`src/rtl/mem_bist.sv`:
```
// -----------------------------------------------------------------------------
// mem_bist -- on-chip memory self-test sequencer for the mem_con request port.
//
// Writes a deterministic pattern over a programmable address window, reads it
// back, compares each word and reports pass/fail, a saturating error count and
// the first failing location. An optional second pass repeats the test with
// the inverted pattern.
//
// Pattern for word offset a (0..num_words) in pass p:
//   P(a) = seed + zero_extend(a)   (mod 2^DATA_W), inverted when p = 1
// The request address is base_addr + a (mod 2^ADDR_W).
//
// Parameters:
//   DATA_W     controller data width
//   ADDR_W     controller address width
//   ERR_W      error counter width (saturates at all-ones)
//   INTERLEAVE 0: write whole window, then read it; 1: write/read per address
//   TIMEOUT    cycles a request may wait for mem_valid before aborting (>= 2)
//
// Ports:
//   clk, rst                 clock; synchronous active-low reset
//   start                    one-cycle pulse, accepted only when idle
//   seed, base_addr,
//   num_words, invert_pass   test setup, sampled on accepted start
//   busy, done               test running / one-cycle end-of-test pulse
//   pass, timeout            result flags (valid when not busy)
//   err_count                mismatch count of the last test
//   first_err_addr/_data     address and read data of the first mismatch
//   mem_go, mem_w_rn,
//   mem_address,
//   mem_data_to_write        request to controller, held stable while mem_go
//   mem_data_to_read,
//   mem_valid                controller completion (read data with mem_valid)
// -----------------------------------------------------------------------------
module mem_bist #(
  parameter int DATA_W     = 64,
  parameter int ADDR_W     = 13,
  parameter int ERR_W      = 16,
  parameter int INTERLEAVE = 0,
  parameter int TIMEOUT    = 1024
) (
  input  logic              clk,
  input  logic              rst,
  input  logic              start,
  input  logic [DATA_W-1:0] seed,
  input  logic [ADDR_W-1:0] base_addr,
  input  logic [ADDR_W-1:0] num_words,
  input  logic              invert_pass,
  output logic              busy,
  output logic              done,
  output logic              pass,
  output logic              timeout,
  output logic [ERR_W-1:0]  err_count,
  output logic [ADDR_W-1:0] first_err_addr,
  output logic [DATA_W-1:0] first_err_data,
  output logic              mem_go,
  output logic              mem_w_rn,
  output logic [ADDR_W-1:0] mem_address,
  output logic [DATA_W-1:0] mem_data_to_write,
  input  logic [DATA_W-1:0] mem_data_to_read,
  input  logic              mem_valid
);

  // Wait counter only needs to reach TIMEOUT-1.
  localparam int WAIT_W = (TIMEOUT > 2) ? $clog2(TIMEOUT) : 1;

  typedef enum logic [1:0] {IDLE, REQ, GAP, DONE} state_t;

  state_t            state;

  // Test setup captured at start
  logic [DATA_W-1:0] seed_q;
  logic [ADDR_W-1:0] base_q;
  logic [ADDR_W-1:0] last_idx;
  logic              inv_en;

  // Position in the request sequence
  logic [ADDR_W-1:0] idx;      // word offset from base
  logic              is_rd;    // current request is a read
  logic              inv;      // current pass uses the inverted pattern
  logic [WAIT_W-1:0] wait_cnt;

  // Next position and end-of-sequence flag
  logic [ADDR_W-1:0] nxt_idx;
  logic              nxt_rd;
  logic              nxt_inv;
  logic              last_req;
  logic [DATA_W-1:0] exp_data;

  function automatic logic [DATA_W-1:0] pattern(input logic [DATA_W-1:0] s,
                                                input logic [ADDR_W-1:0] a,
                                                input logic              i);
    return (s + DATA_W'(a)) ^ {DATA_W{i}};
  endfunction

  // Sequence advance. Both orders end on the read of the last word in the
  // final pass; only the order in which (idx, is_rd) are stepped differs.
  always_comb begin
    // NOTE: every output of this block gets a default first, so no path can
    // leave one unassigned and infer a latch.
    nxt_idx  = idx;
    nxt_rd   = is_rd;
    nxt_inv  = inv;
    last_req = is_rd && (idx == last_idx) && (inv == inv_en);
    if (INTERLEAVE != 0) begin
      if (!is_rd) begin
        nxt_rd = 1'b1;
      end else begin
        nxt_rd = 1'b0;
        if (idx == last_idx) begin
          nxt_idx = '0;
          nxt_inv = 1'b1;
        end else begin
          nxt_idx = idx + ADDR_W'(1);
        end
      end
    end else begin
      if (idx == last_idx) begin
        nxt_idx = '0;
        if (!is_rd) begin
          nxt_rd = 1'b1;
        end else begin
          nxt_rd  = 1'b0;
          nxt_inv = 1'b1;
        end
      end else begin
        nxt_idx = idx + ADDR_W'(1);
      end
    end
  end

  assign exp_data = pattern(seed_q, idx, inv);

  // NOTE: all state below uses non-blocking assignments so every register
  // samples pre-edge values, independent of statement order.
  always_ff @(posedge clk) begin
    if (!rst) begin
      state             <= IDLE;
      seed_q            <= '0;
      base_q            <= '0;
      last_idx          <= '0;
      inv_en            <= 1'b0;
      idx               <= '0;
      is_rd             <= 1'b0;
      inv               <= 1'b0;
      wait_cnt          <= '0;
      busy              <= 1'b0;
      done              <= 1'b0;
      pass              <= 1'b0;
      timeout           <= 1'b0;
      err_count         <= '0;
      first_err_addr    <= '0;
      first_err_data    <= '0;
      mem_go            <= 1'b0;
      mem_w_rn          <= 1'b0;
      mem_address       <= '0;
      mem_data_to_write <= '0;
    end else begin
      case (state)
        IDLE: begin
          if (start) begin
            seed_q            <= seed;
            base_q            <= base_addr;
            last_idx          <= num_words;
            inv_en            <= invert_pass;
            idx               <= '0;
            is_rd             <= 1'b0;
            inv               <= 1'b0;
            wait_cnt          <= '0;
            err_count         <= '0;
            first_err_addr    <= '0;
            first_err_data    <= '0;
            timeout           <= 1'b0;
            pass              <= 1'b0;
            busy              <= 1'b1;
            // First request is issued straight from the start inputs.
            mem_go            <= 1'b1;
            mem_w_rn          <= 1'b1;
            mem_address       <= base_addr;
            mem_data_to_write <= pattern(seed, '0, 1'b0);
            state             <= REQ;
          end
        end

        REQ: begin
          if (mem_valid) begin
            if (!mem_w_rn && (mem_data_to_read != exp_data)) begin
              if (err_count != '1) err_count <= err_count + ERR_W'(1);
              // Counter saturates and never returns to zero, so zero marks
              // the first mismatch of this test.
              if (err_count == '0) begin
                first_err_addr <= mem_address;
                first_err_data <= mem_data_to_read;
              end
            end
            mem_go <= 1'b0;
            state  <= GAP;
          end else if (wait_cnt == WAIT_W'(TIMEOUT - 1)) begin
            // Abort: controller never answered this request.
            timeout <= 1'b1;
            mem_go  <= 1'b0;
            busy    <= 1'b0;
            done    <= 1'b1;
            pass    <= 1'b0;
            state   <= DONE;
          end else begin
            wait_cnt <= wait_cnt + WAIT_W'(1);
          end
        end

        GAP: begin
          if (last_req) begin
            busy  <= 1'b0;
            done  <= 1'b1;
            pass  <= (err_count == '0) && !timeout;
            state <= DONE;
          end else begin
            idx               <= nxt_idx;
            is_rd             <= nxt_rd;
            inv               <= nxt_inv;
            wait_cnt          <= '0;
            mem_go            <= 1'b1;
            mem_w_rn          <= !nxt_rd;
            mem_address       <= base_q + nxt_idx;
            mem_data_to_write <= pattern(seed_q, nxt_idx, nxt_inv);
            state             <= REQ;
          end
        end

        DONE: begin
          done  <= 1'b0;
          state <= IDLE;
        end

        default: state <= IDLE;
      endcase
    end
  end

endmodule
```
`config.mk`:
```
export PLATFORM = sky130hd
export DESIGN_NAME = mem_bist
export DESIGN_NICKNAME = d
export VERILOG_FILES = /design/src/rtl/mem_bist.sv
export SDC_FILE = /design/constraint.sdc
export NUM_CORES = 1
export LEC_CHECK = 0
export ABC_CLOCK_PERIOD_IN_PS = 5200
export CAP_MARGIN = 15
export CORE_ASPECT_RATIO = 0.7
export CORE_MARGIN = 1
export CORE_UTILIZATION = 48
export DETAILED_ROUTE_END_ITERATION = 12
export HOLD_SLACK_MARGIN = 0.12
export PLACE_DENSITY = 0.77
export SYNTH_ARGS = -nofsm -noshare
export SYNTH_HDL_FRONTEND = slang
export SYNTH_SLANG_ARGS = --single-unit
```
`constraint.sdc`:
```
create_clock -name clk -period 5.2 [get_ports clk]
set_clock_uncertainty 0.15 [all_clocks]
set_input_delay 0.78 -clock clk [delete_from_list [all_inputs] [get_ports clk]]
set_output_delay 0.78 -clock clk [all_outputs]
set_load 0.1 [all_outputs]
```
==> results.toml <==
[routing]
drtPass1Iterations = 6
routed_via_density = 6.17
routed_wl_mm = 74.4
drtIter0Drc = 2594
final_antenna_net_count = 0
wire_per_inst_um = 24.4
route.vias.total = 18800
drc = 0

[floorplanning]
core_area_um2 = 36200
rows = 58
die_area_um2 = 37900
die_y_um = 163
start_util_pct = 49.2
ios = 335
die_w_um = 232

[yosys]
syn_inst = 2237
netlist.area_leader.share_pct = 33.0
yosysWarnings = 0
synth_async_sr_flop_share_pct = 0
yosys.area.top_type = "dfxtp_1"
ys_types = 78
synth_ff_type = "dfxtp_1"
seq_area_frac_synth_pct = 33.0
ys_top_cells_by_area = "dfxtp_1 (33%), xnor2_1 (12%), nand2_1 (6.3%)"
syn-mean-instance-area_um2 = 7.96
synth_nets = 2447
ys_seq_elements = 294
synth_enable_flop_cells = 0
syn_area_um2 = 17800

[placed_design]
dpl_cell_area_um2 = 22000
port_buffers = 334
place_hpwl_mm = 56.9
routabilityCongestion = 1.03
dp_cells = 2994

[power]
power_density_nw_per_um2 = 451
combPwrFrac_pct = 49.1
p_sw_share_pct = 48.8
p_int_mw = 5.32
p_leak_nw = 8.51
ir_worst_vdd_v = 0.000491
p_sw_mw = 5.08
seq_power_share_pct = 29.3
p_clk_share_pct = 21.6

[cells_and_area]
fin_area_um2 = 23100
layout.nets = 2757
syn2layout_area_growth_pct = 29.4
fin_cells = 3051
multi_input_area_um2 = 11200
final_core_util_pct = 63.7
seq_area_um2 = 5890
drive_gt1_share_pct = 8.25
fillers = 3131

[timing]
setup-violations-final = 0
fin_crit_ns = 5.02
max_freq_ghz = 0.199
slew_violations = 0
maxSlewHeadroom_pct = 28.2
worstMarginPinSlew_ns = 1.07
hold_viol = 0
finalCritPeriodShare_pct = 96.5

[setup_path]
start_kind = "register"
critical_path_peak_fanout = 12
cp.arrival_ns = 5.28
critPathKind = "reg2reg"
cp-end-kind = "register"
required_ns = 5.46

[grt]
grt_usage_pct = 38.2
grt_pass1_vias = 17300
grt_pass1_wl_mm = 109
grt_overflow = 0
antenna_found_initial = 3
grt_start_max_net_pins = 89

[cts]
cts_buffer_depth = 3
htree_levels = 1
worst_skew_pair.late_latency_ns = 0.63
numCtsBuffers = 30
cts_sinks = 294
root_buffer = "clkbuf_16"
tritoncts = "done"
clk_pin_slew_ns = 0.06

[run_status]
outcome = "finished, final reports clean"

[job]
maxCapViolations = 0

[hold_path]
min_path_type = "reg2reg"
==> area by class of cell <==
type / instances / share of cell area [%]
Antenna cell: 1 / 0.0109
Clock buffer: 39 / 3.66
Clock inverter: 16 / 0.738
Inverter: 28 / 0.467
Multi-Input combinational cell: 1754 / 48.7
Sequential cell: 294 / 25.5
Tap cell: 480 / 2.61
Timing Repair Buffer: 439 / 18.2
==> kinds of logic (layout without fill, tap and decap cells) <==
logic type	count (synthesis)	in the layout	synth area share (%)
AOI/OAI and AO/OA	530	530	19.1
xor gates and xnor gates	303	303	15.1
adders and majority gates	51	51	3.71
buffers and inverters	189	522	4.40
DFF	294	294	33.0
muxes	30	30	1.70
other	0	1	0
and+or+nand+nor	840	840	23.0
==> metrics by stage <==
stage               setup TNS, ns  hold slack, ns  setup WS, ns  power, mW
global route             -0.00429           0.335      -0.00429       10.8
detailed placement         -0.176           0.304       -0.0552       8.08
CTS                             0           0.313        0.0526       10.3
floorplan                       0           0.291        0.0673       6.59
finish                          0           0.306         0.182       10.4
global placement                0           0.290        0.0981       8.02
==> state kept, by name, summed over array words and instances (netlist names) <==
signal,cells
inv,1
pass,1
first_err_addr,13
mem_data_to_write,64
state,2
inv_en,1
done,1
busy,1
mem_go,1
timeout,1
is_rd,1
seed_q,64
idx,13
err_count,16
mem_w_rn,1
mem_address,13
first_err_data,64
wait_cnt,10
last_idx,13
base_q,13
==> synth_stat cells (30+ instances only) <==
cell type and count:
clkbuf_1 107, a22o_1 78, o21ai_0 85, xor2_1 64, nand3_1 86, buf_2 30, dfxtp_1 294, and3_1 45
nand2_1 300, nor3_1 44, xnor2_1 237, nand4_1 50, ha_1 48, a21oi_1 207, nor2_1 167
==> metal layers <==
metal	vias up	track usage, %	share of wire, %
met3	129	13.9	14
met5	-	0	0.034
met2	1137	50.7	38
met1	9003	57.4	45
met4	4	8.04	2.2
li1	8543	-	-
==> power groups by stage <==
stage	logic, mW	registers (mW)	clock network, mW
6_report	5.11	3.05	2.25
5_1_grt	5.33	3.08	2.35
4_1_cts	5.04	3.03	2.26
3_5_place_dp	5.01	3.07	0
3_3_place_gp	4.96	3.06	0
2_1_floorplan	1.88	4.71	0
==> repair_timing <==
item                       in CTS  in global routing
gates cloned                    0                  0
setup endpoints to repair       9                115
pin swaps                       0                  1
buffers inserted                0                  1
resized for setup               2                  8
hold buffers                    0                  0
==> critical path, cell delays in order, from the launching register on <==
cell and delay (ns):
dfxtp_1 0.46, xor2_1 0.11, nor4_1 0.26, nand4_1 0.16
nor4_2 0.37, buf_4 0.19, buf_4 0.21, nor2_1 0.16
ha_1 0.35, inv_1 0.07, o21bai_1 0.23, a2111oi_2 0.12
o31ai_1 0.40, o41ai_2 0.13, nor2_2 0.58, nand2_1 0.27
buf_4 0.23, nor2_1 0.13, xnor2_1 0.13, o22ai_1 0.09
==> layout by cell type (no fill, tap or decap), types with 7 or more instances in the layout <==
cell,Yosys,layout
ha_1,48,47
nand3_1,86,86
xnor2_1,237,237
a22o_1,78,78
dfxtp_1,294,292
a21o_1,17,17
nand2_1,300,299
and3_1,45,45
a211o_1,7,7
o31ai_1,8,8
a211oi_1,22,22
and2_1,13,12
nand2b_1,8,8
o21ai_0,85,85
nor2_1,167,165
o211ai_1,15,15
a21oi_1,207,206
mux2i_1,28,28
o22ai_1,10,10
or2_2,15,15
inv_1,26,26
clkbuf_16,0,30
nor3_1,44,44
nand4_1,50,50
buf_4,0,99
a22oi_1,15,15
or3_1,28,28
or4_1,12,11
nand3b_1,7,7
nor4_1,21,19
clkinv_2,0,8
a31oi_1,12,12
clkdlybuf4s50_1,0,333
and4_1,14,14
xor2_1,64,64
==> worst paths after layout <==
path / from / to / slack (ns) / cells past startpoint
setup reg to reg: idx[8] / mem_data_to_write[28] / 0.18 / 19
setup / recovery: idx[8] / mem_data_to_write[28] / 0.18 / 19
hold reg to reg: pass / pass / 0.31 / 2
hold / removal: pass / pass / 0.31 / 2
(Power assumes the default switching activity.)
